File: config.mk
export PLATFORM = sky130hd
export DESIGN_NAME = osd_regaccess_responder
export DESIGN_NICKNAME = d
export VERILOG_FILES = /design/src/rtl/osd_regaccess_responder.sv
export SDC_FILE = /design/constraint.sdc
export NUM_CORES = 1
export LEC_CHECK = 0
export ABC_AREA = 1
export CORE_ASPECT_RATIO = 0.9
export CORE_UTILIZATION = 50
export CTS_BUF_LIST = sky130_fd_sc_hd__clkbuf_8
export DETAILED_ROUTE_END_ITERATION = 6
export GPL_ROUTABILITY_DRIVEN = 0
export PLACE_DENSITY = 0.79
export REMOVE_ABC_BUFFERS = 1
export SYNTH_ARGS = -nofsm -noshare
export SYNTH_HDL_FRONTEND = slang
export SYNTH_SLANG_ARGS = --single-unit
File: constraint.sdc
create_clock -name clk_i -period 4.95 [get_ports clk_i]
set_clock_uncertainty 0.05 [all_clocks]
set_input_delay 0.99 -clock clk_i [delete_from_list [all_inputs] [get_ports clk_i]]
set_output_delay 0.99 -clock clk_i [all_outputs]
set_load 0.02 [all_outputs]
File: src/rtl/osd_regaccess_responder.sv
// Debug-ring endpoint answering register-access request packets: receive one
// request, run one access on the local register bus, send back the response.
//
// state    | meaning
// RX_DEST  | idle, waiting for a first word (w0, destination)
// RX_SRC   | waiting for w1, requester address
// RX_FLAGS | waiting for w2, type/subtype
// RX_ADDR  | waiting for w3, register address
// RX_DATA  | waiting for w4, write data
// RX_DRAIN | discarding words up to in_last (silent or error pending)
// ACCESS   | reg_request held until ack, err or timeout
// TX_DEST  | sending response word 0 (requester address)
// TX_SRC   | sending response word 1 (own id)
// TX_FLAGS | sending response flags
// TX_DATA  | sending read data (READ_OK only)
module osd_regaccess_responder #(
  parameter int unsigned ACCESS_TIMEOUT = 0
) (
  input  logic        clk_i,
  input  logic        rst_i,
  input  logic [15:0] id_i,
  input  logic [15:0] in_data_i,
  input  logic        in_valid_i,
  input  logic        in_first_i,
  input  logic        in_last_i,
  output logic        in_ready_o,
  output logic [15:0] out_data_o,
  output logic        out_valid_o,
  output logic        out_first_o,
  output logic        out_last_o,
  input  logic        out_ready_i,
  output logic        reg_request_o,
  output logic        reg_write_o,
  output logic [15:0] reg_addr_o,
  output logic [15:0] reg_wdata_o,
  input  logic        reg_ack_i,
  input  logic        reg_err_i,
  input  logic [15:0] reg_rdata_i
);

  typedef enum logic [3:0] {
    RX_DEST, RX_SRC, RX_FLAGS, RX_ADDR, RX_DATA, RX_DRAIN,
    ACCESS, TX_DEST, TX_SRC, TX_FLAGS, TX_DATA
  } state_e;

  localparam logic [15:0] FLAGS_READ_OK   = 16'h2000;
  localparam logic [15:0] FLAGS_READ_ERR  = 16'h2400;
  localparam logic [15:0] FLAGS_WRITE_OK  = 16'h2800;
  localparam logic [15:0] FLAGS_WRITE_ERR = 16'h2C00;

  state_e      state_q, state_d;
  logic [15:0] dest_q, dest_d, addr_q, addr_d, wdata_q, wdata_d;
  logic [15:0] rdata_q, rdata_d, flags_q, flags_d, out_data_q, out_data_d;
  logic [3:0]  subtype_q, subtype_d;
  logic        write_q, write_d, err_pend_q, err_pend_d, send_data_q, send_data_d;
  logic [31:0] tmo_q, tmo_d;
  logic        in_ready_q, in_ready_d, out_valid_q, out_valid_d;
  logic        out_first_q, out_first_d, out_last_q, out_last_d;
  logic        reg_request_q, reg_request_d;
  logic        rx_acc, tx_hs, timeout, bus_fail, bus_done;

  always_comb begin
    rx_acc   = in_valid_i & in_ready_q;
    tx_hs    = out_valid_q & out_ready_i;
    timeout  = (ACCESS_TIMEOUT != 0) && (tmo_q == ACCESS_TIMEOUT - 1);
    bus_fail = reg_err_i | timeout;
    bus_done = reg_ack_i | bus_fail;

    state_d     = state_q;
    dest_d      = dest_q;
    addr_d      = addr_q;
    wdata_d     = wdata_q;
    rdata_d     = rdata_q;
    flags_d     = flags_q;
    subtype_d   = subtype_q;
    write_d     = write_q;
    err_pend_d  = err_pend_q;
    send_data_d = send_data_q;
    tmo_d       = '0;

    // A first word in any receive state restarts packet reception.
    if (rx_acc && in_first_i) begin
      err_pend_d = 1'b0;
      state_d    = in_last_i ? RX_DEST : RX_SRC;
    end else begin
      case (state_q)
        RX_DEST: ;
        RX_SRC: if (rx_acc) begin
          dest_d  = in_data_i;
          state_d = in_last_i ? RX_DEST : RX_FLAGS;
        end
        RX_FLAGS: if (rx_acc) begin
          subtype_d  = in_data_i[13:10];
          err_pend_d = 1'b0;
          if (in_last_i)                    state_d = RX_DEST;
          else if (in_data_i[15:14] != 2'b00) state_d = RX_DRAIN;
          else                              state_d = RX_ADDR;
        end
        RX_ADDR: if (rx_acc) begin
          addr_d      = in_data_i;
          send_data_d = 1'b0;
          write_d     = (subtype_q == 4'b0001);
          if (subtype_q == 4'b0000 && in_last_i) begin
            state_d = ACCESS;
          end else if (subtype_q == 4'b0001 && !in_last_i) begin
            state_d = RX_DATA;
          end else begin
            flags_d    = (subtype_q == 4'b0001) ? FLAGS_WRITE_ERR : FLAGS_READ_ERR;
            err_pend_d = 1'b1;
            state_d    = in_last_i ? TX_DEST : RX_DRAIN;
          end
        end
        RX_DATA: if (rx_acc) begin
          wdata_d = in_data_i;
          if (in_last_i) begin
            state_d = ACCESS;
          end else begin
            flags_d    = FLAGS_WRITE_ERR;
            err_pend_d = 1'b1;
            state_d    = RX_DRAIN;
          end
        end
        RX_DRAIN: if (rx_acc && in_last_i) state_d = err_pend_q ? TX_DEST : RX_DEST;
        ACCESS: begin
          tmo_d = tmo_q + 32'd1;
          if (bus_done) begin
            tmo_d       = '0;
            rdata_d     = reg_rdata_i;
            send_data_d = !write_q && !bus_fail;
            if (write_q) flags_d = bus_fail ? FLAGS_WRITE_ERR : FLAGS_WRITE_OK;
            else         flags_d = bus_fail ? FLAGS_READ_ERR  : FLAGS_READ_OK;
            state_d = TX_DEST;
          end
        end
        TX_DEST:  if (tx_hs) state_d = TX_SRC;
        TX_SRC:   if (tx_hs) state_d = TX_FLAGS;
        TX_FLAGS: if (tx_hs) state_d = send_data_q ? TX_DATA : RX_DEST;
        TX_DATA:  if (tx_hs) state_d = RX_DEST;
        default:  state_d = RX_DEST;
      endcase
    end

    // Outputs are registered from the next state so they line up with it.
    in_ready_d    = state_d inside {RX_DEST, RX_SRC, RX_FLAGS, RX_ADDR, RX_DATA, RX_DRAIN};
    out_valid_d   = state_d inside {TX_DEST, TX_SRC, TX_FLAGS, TX_DATA};
    out_first_d   = (state_d == TX_DEST);
    out_last_d    = (state_d == TX_DATA) || (state_d == TX_FLAGS && !send_data_d);
    reg_request_d = (state_d == ACCESS);
    case (state_d)
      TX_DEST:  out_data_d = dest_d;
      TX_SRC:   out_data_d = id_i;
      TX_FLAGS: out_data_d = flags_d;
      TX_DATA:  out_data_d = rdata_d;
      default:  out_data_d = '0;
    endcase
  end

  always_ff @(posedge clk_i) begin
    if (rst_i) begin
      state_q       <= RX_DEST;
      dest_q        <= '0;
      addr_q        <= '0;
      wdata_q       <= '0;
      rdata_q       <= '0;
      flags_q       <= '0;
      subtype_q     <= '0;
      write_q       <= 1'b0;
      err_pend_q    <= 1'b0;
      send_data_q   <= 1'b0;
      tmo_q         <= '0;
      in_ready_q    <= 1'b0;
      out_valid_q   <= 1'b0;
      out_first_q   <= 1'b0;
      out_last_q    <= 1'b0;
      out_data_q    <= '0;
      reg_request_q <= 1'b0;
    end else begin
      state_q       <= state_d;
      dest_q        <= dest_d;
      addr_q        <= addr_d;
      wdata_q       <= wdata_d;
      rdata_q       <= rdata_d;
      flags_q       <= flags_d;
      subtype_q     <= subtype_d;
      write_q       <= write_d;
      err_pend_q    <= err_pend_d;
      send_data_q   <= send_data_d;
      tmo_q         <= tmo_d;
      in_ready_q    <= in_ready_d;
      out_valid_q   <= out_valid_d;
      out_first_q   <= out_first_d;
      out_last_q    <= out_last_d;
      out_data_q    <= out_data_d;
      reg_request_q <= reg_request_d;
    end
  end

  assign in_ready_o    = in_ready_q;
  assign out_valid_o   = out_valid_q;
  assign out_first_o   = out_first_q;
  assign out_last_o    = out_last_q;
  assign out_data_o    = out_data_q;
  assign reg_request_o = reg_request_q;
  assign reg_write_o   = write_q;
  assign reg_addr_o    = addr_q;
  assign reg_wdata_o   = wdata_q;

endmodule

Yosys cells after proc, flatten, opt, wreduce, memory -nomap -nowiden. Index checks and enable logic that the tools add are counted.

Output and inout bits: 54. Register bits after elaboration: 112.

Bitwise gates (word level): 4. Mux-type cells: 52. Eq/ne operators: 27. Reductions and logical operators: 23.

Operators by type and width (count): $mux 16 (13); $pmux 16 s4 (1); $mux 4 (12); $pmux 16 s3 (1); $pmux 4 s11 (1); $eq 4x3->1 const B (8); $eq 4x4->1 const B (6); $mux 12 (2); $mux 11 (2); $eq 4x2->1 const B (4); $eq 4x1->1 const B (3); $logic_not 4->1 (3); $ne 2x2->1 const B (6); $mux 1 (10); $mux 2 (5); $mux 3 (3); $reduce_and 3->1 (3); $reduce_and 7->1 (1); $logic_and 1x1->1 (6); $reduce_bool 6->1 (1); $logic_not 1->1 (4); $reduce_bool 4->1 (1); $pmux 1 s3 (1); $reduce_bool 3->1 (1); 7 further kinds (8).

Longest topological paths before layout.
Depth in word-level cells: 10. Depth in mapped cells: 15. Mapped depth without buffers: 15.

Worst setup path after synthesis. OpenSTA, ideal clock, no wires.

Path kind: input-to-reg. Start point: input in_valid_i. End point: register out_data_q[10] (netlist: out_data_o[10]). Setup time: 0.128 ns. Arrival: 2.241 ns. Cell stages on the path: 14. Setup slack: 2.531 ns. Data required time: 4.772 ns. Cell sequence: nand2_2 > inv_2 > nand3_2 > nand2_1 > inv_1 > nor2_1 > nand3_2 > nand2_1 > nand2_4 > nand3b_4 > buf_4 > nor2_1 > nor2_1 > nor2_1.

Cells in the longest elaborated chain, start to end: 7. Elaborated cells on any way between the ends: 23.

RTL lines: start, declared (line 23) `input logic in_valid_i,`; $and 1x1->1 * (line 63) `rx_acc = in_valid_i & in_ready_q;`; $logic_and 1x1->1 (line 123) `RX_DRAIN: if (rx_acc && in_last_i) state_d = err_pend_q ? TX_DEST : RX_DEST;`; $mux 4 (line 123); $pmux 4 s11 (line 86) `case (state_q)`; $mux 4 (line 82) `if (rx_acc && in_first_i) begin`; $eq 4x4->1 / $eq 4x3->1 (equally long branches) (line 149) `case (state_d)`; $pmux 16 s4 * (line 149); end signal, assigned (line 193) `out_data_q <= out_data_d;`; end, declared (line 53) `logic [15:0] rdata_q, rdata_d, flags_q, flags_d, out_data_q, out_data_d;`.

Every way passes the cells marked *; elsewhere a longest branch is shown, timed or not. A chain may end at the register's enable or synchronous reset.

Final worst setup path.
Start point: input in_valid_i. End point: register out_data_q[8] (netlist: out_data_o[8]).

Same word-level chain as after synthesis.

==> results <==
- The number of instances in the synthesized netlist is 684.
- The number of cells traversed by the worst register-to-register path is 9.
- Yosys printed 0 warnings.
- The share of the yosys chip area belonging to registers is 0.458.
- The post-place instance area is 0.00599 mm2.
- The residual antenna-violating net count after detailed routing is 0.
- The floorplan has 33 rows.
- Of the total power, registers draw 0.559.
- The die is 106 um wide.
- Setup repair after global routing left no endpoint under its margin.
- The first TritonRoute pass finished after 5 iterations.
- The number of different library cells used by synthesis comes to 31.
- The initial antenna violation count is 0.
- The endpoint identified for the worst register-to-register timing path is out_data_o[8].
- The first global-routing pass estimated 19,900 um of wire.
- The hold path startpoint is flags_q[14].
- The tightest min-delay check is of the reg -> reg type.
- The clock network fraction of design power is 0.384.
- The number of hold violations in the final report came to 0.
- In this run the post-CTS setup repair buffer count came out at 0.
- Setup violations remaining at the end of the flow were counted as 0.
- Of the total power, the share spent switching nets is 0.231.
- For this design the total switching power over the nets is 0.000373 W.
- The post-synthesis instance area is 0.00489 mm2.
- At the worst endpoint, the arrival time is 3.59 ns.
- For flop-to-flop paths, the worst setup slack is 2.25 ns.
- The cell-internal power is 0.00124 W.
- The height of the die is 95.8 um.
- The number of clock buffers inserted by TritonCTS is 9.
- The post-cts gate resize count is 0.
- The worst setup path is launched from an input pin.
- The total negative slack is 0 ns.
- The start point of the critical path is in_valid_i.
- The required time of the worst setup path is 5.12 ns.
- For this design the static power due to leakage is 2.68 nW.
- The final count of pins violating max slew is 0.
- Along the worst path, the maximum fanout reaches 32.
- The pre-CTS worst setup slack is 1.16 ns.
- The antenna diode instance count is 0.
- In the final routed layout, each cell accounts on average for 13.7 um.
- The flow ran to the end, and the final reports show no timing, DRC or antenna violations.
- Headroom to the max-slew limit came out at 0.283.
- The clock period could shrink to 3.42 ns.
- The per-cell via count in the routed design is 5.16.
- Of the cells placed in the final design, the portion with a size suffix greater than 1 is 0.0487.
- The net count of the finished layout is 831.
- The number of clock sinks seen by CTS is 112.
- STA classifies the critical path endpoint as a register.
- The reg-to-reg startpoint is in_ready_o.
- The clock tree root buffer cell is clkbuf_8.
- The critical path in this run is classified as in -> reg.
- The CTS tree is yes.
- After routing the design area is 0.00622 mm2.
- The worst hold path was traced through 2 stages.
- Compared with the post-synthesis result, the final layout area differs by 27.2%.
- The post-cts hold buffer count is 0.
- The post-route fraction of the period consumed by the critical path is 0.690.
- The maximum clock path buffer count is 2.
- Setup slack closes at 1.53 ns.
- The initial core utilization is 0.527.
- Based on the critical path, the design can be clocked at up to 293 MHz.
- The final route contains 4,657 vias.
- The floorplan step defined a die boundary enclosing 0.0102 mm2.
- The number of DRC markers in iteration 0 is 388.
- The count of max-cap constraint violations is 0.
- Summed over all layers, the global routing overflow is 0.
- The aggregate global-route resource usage is 0.246.
- The worst-case IR drop observed on VDD is 0.000178 V.
- The count of buffers inserted at the top-level ports is 109.
- The wire-length estimate of the detail-placed layout is 8730 um.
- In the routed design, unresolved DRC markers number 0.
- The maximum number of pins on one net before global-route repair is 113.
- The number of H-tree branching levels is 3.
- The number of storage elements in the synthesis netlist is 112.
- The worst hold path terminates at flags_q[14].
- The number of top-level pins is 110.
- The post-synthesis average cell area is 7.15 um2.
- After floorplanning, the core was sized to cover 0.00929 mm2.
- The transition time at the pin with the least slew margin is 1.08 ns.
- Clock-pin slew was measured on the worst setup and hold paths at 0.11 ns.
- The clock latency reported for the late side of the worst-skew pair is 0.37 ns.
- The power per standard cell area is 259 mW/mm2.
- The aggregate routed wire length is 12,300 um.
- Of the total power, combinational logic draws 0.056.
- The via count of the first global-routing pass came to 4,253.
-- layout by cell type, fill, tap and decap left out, drive strengths merged --
master / n
nand2: 156
nor2: 140
dfxtp: 112
clkdlybuf4s50: 108
nand3: 70
inv: 64
a21oi: 48
o21ai: 22
nand3b: 17
mux2i: 16
clkbuf: 9
a211oi: 3
buf: 3
a31oi: 2
nor4: 2
bufinv: 2
clkinv: 2
nand4: 1
nor3: 1
o41ai: 1
clkinvlp: 1
-- synth_stat cells (all sizes together) --
library cell	instances	share of area
nand4	1	0.0013
nor4	2	0.0026
a211oi	3	0.0046
nand3b	17	0.029
dfxtp	112	0.46
mux2i	16	0.033
nand3	70	0.076
clkinv	1	0.00077
a31oi	2	0.0026
buf	14	0.020
nand2	156	0.12
clkbuf	17	0.013
o21ai	22	0.025
nor3	1	0.0010
a21oi	48	0.050
o41ai	1	0.0018
inv	61	0.047
nor2	140	0.11
-- final cells by class --
cell class / instances / area [um2]
Inverter: 62 / 233
Clock buffer: 9 / 124
Multi-Input combinational cell: 479 / 2260
Sequential cell: 112 / 2240
Clock inverter: 7 / 110
Timing Repair Buffer: 111 / 1100
Tap cell: 122 / 153
Fill cell: 792 / 3070
-- sequential cells by signal, summed over array words and instances (netlist names), 4 cells and up --
register	count
dest_q	16
flags_q	16
out_data_o	16
rdata_q	16
reg_addr_o	16
reg_wdata_o	16
state_q	4
subtype_q	4
-- worst max-delay path: stages --
cell and delay, ns:
clkdlybuf4s50_1 0.43, nand2_2 0.16, inv_2 0.11, nand2_2 0.20, nand3_1 0.72, o21ai_0 0.50
nand3b_1 0.16, nand3_1 0.15, nor2_1 0.11, nor2_1 0.05
-- worst max path at each step --
| stage | cells after the start | to | slack (ns) |
|---|---|---|---|
| after global routing | 10 | out_data_o[8] | 1.14 |
| after detailed placement | 10 | out_data_o[8] | 1.16 |
| after floorplan | 9 | out_data_o[0] | 2.22 |
| after global placement | 10 | out_data_o[8] | 1.23 |
| final | 10 | out_data_o[8] | 1.53 |
| after CTS | 10 | out_data_o[8] | 1.56 |
-- power by group through the flow --
| stage | clock, W | sequential [W] | combinational, W |
|---|---|---|---|
| floorplan | 0 | 0.000924 | 0.0000176 |
| detailed placement | 0 | 0.000924 | 0.0000897 |
| global placement | 0 | 0.000924 | 0.0000894 |
| global route | 0.000667 | 0.000904 | 0.0000965 |
| finish | 0.000621 | 0.000903 | 0.0000907 |
| CTS | 0.000631 | 0.000903 | 0.0000901 |
-- stage by stage --
step | instances | hold WS, ns | utilization | total power [W]
final | 902 | 0.403 | 0.670 | 0.00161
after global placement | 886 | 0.385 | 0.644 | 0.00101
after detailed placement | 886 | 0.390 | 0.644 | 0.00101
after global routing | 902 | 0.429 | 0.670 | 0.00167
after CTS | 902 | 0.405 | 0.670 | 0.00162
after floorplan | 653 | 0.375 | - | 0.000942
-- layer usage --
layer / routed length [um] / part of all wire / GRT usage / vias up
li1: - / - / - / 2358
met1: 5730 / 0.46 / 0.339 / 2090
met2: 5610 / 0.45 / 0.396 / 184
met3: 759 / 0.061 / 0.0399 / 25
met4: 241 / 0.020 / 0.0799 / 0
met5: 0 / 0 / 0 / -
-- kinds of logic (layout without fill, tap and decap cells) --
| group | Yosys count | count (layout) | share of synthesized area |
|---|---|---|---|
| compound gates | 76 | 76 | 0.0836 |
| buf+inv | 93 | 189 | 0.0806 |
| flops | 112 | 112 | 0.458 |
| mux | 16 | 16 | 0.0327 |
| simple gates | 387 | 387 | 0.345 |
(Power assumes the default switching activity.)
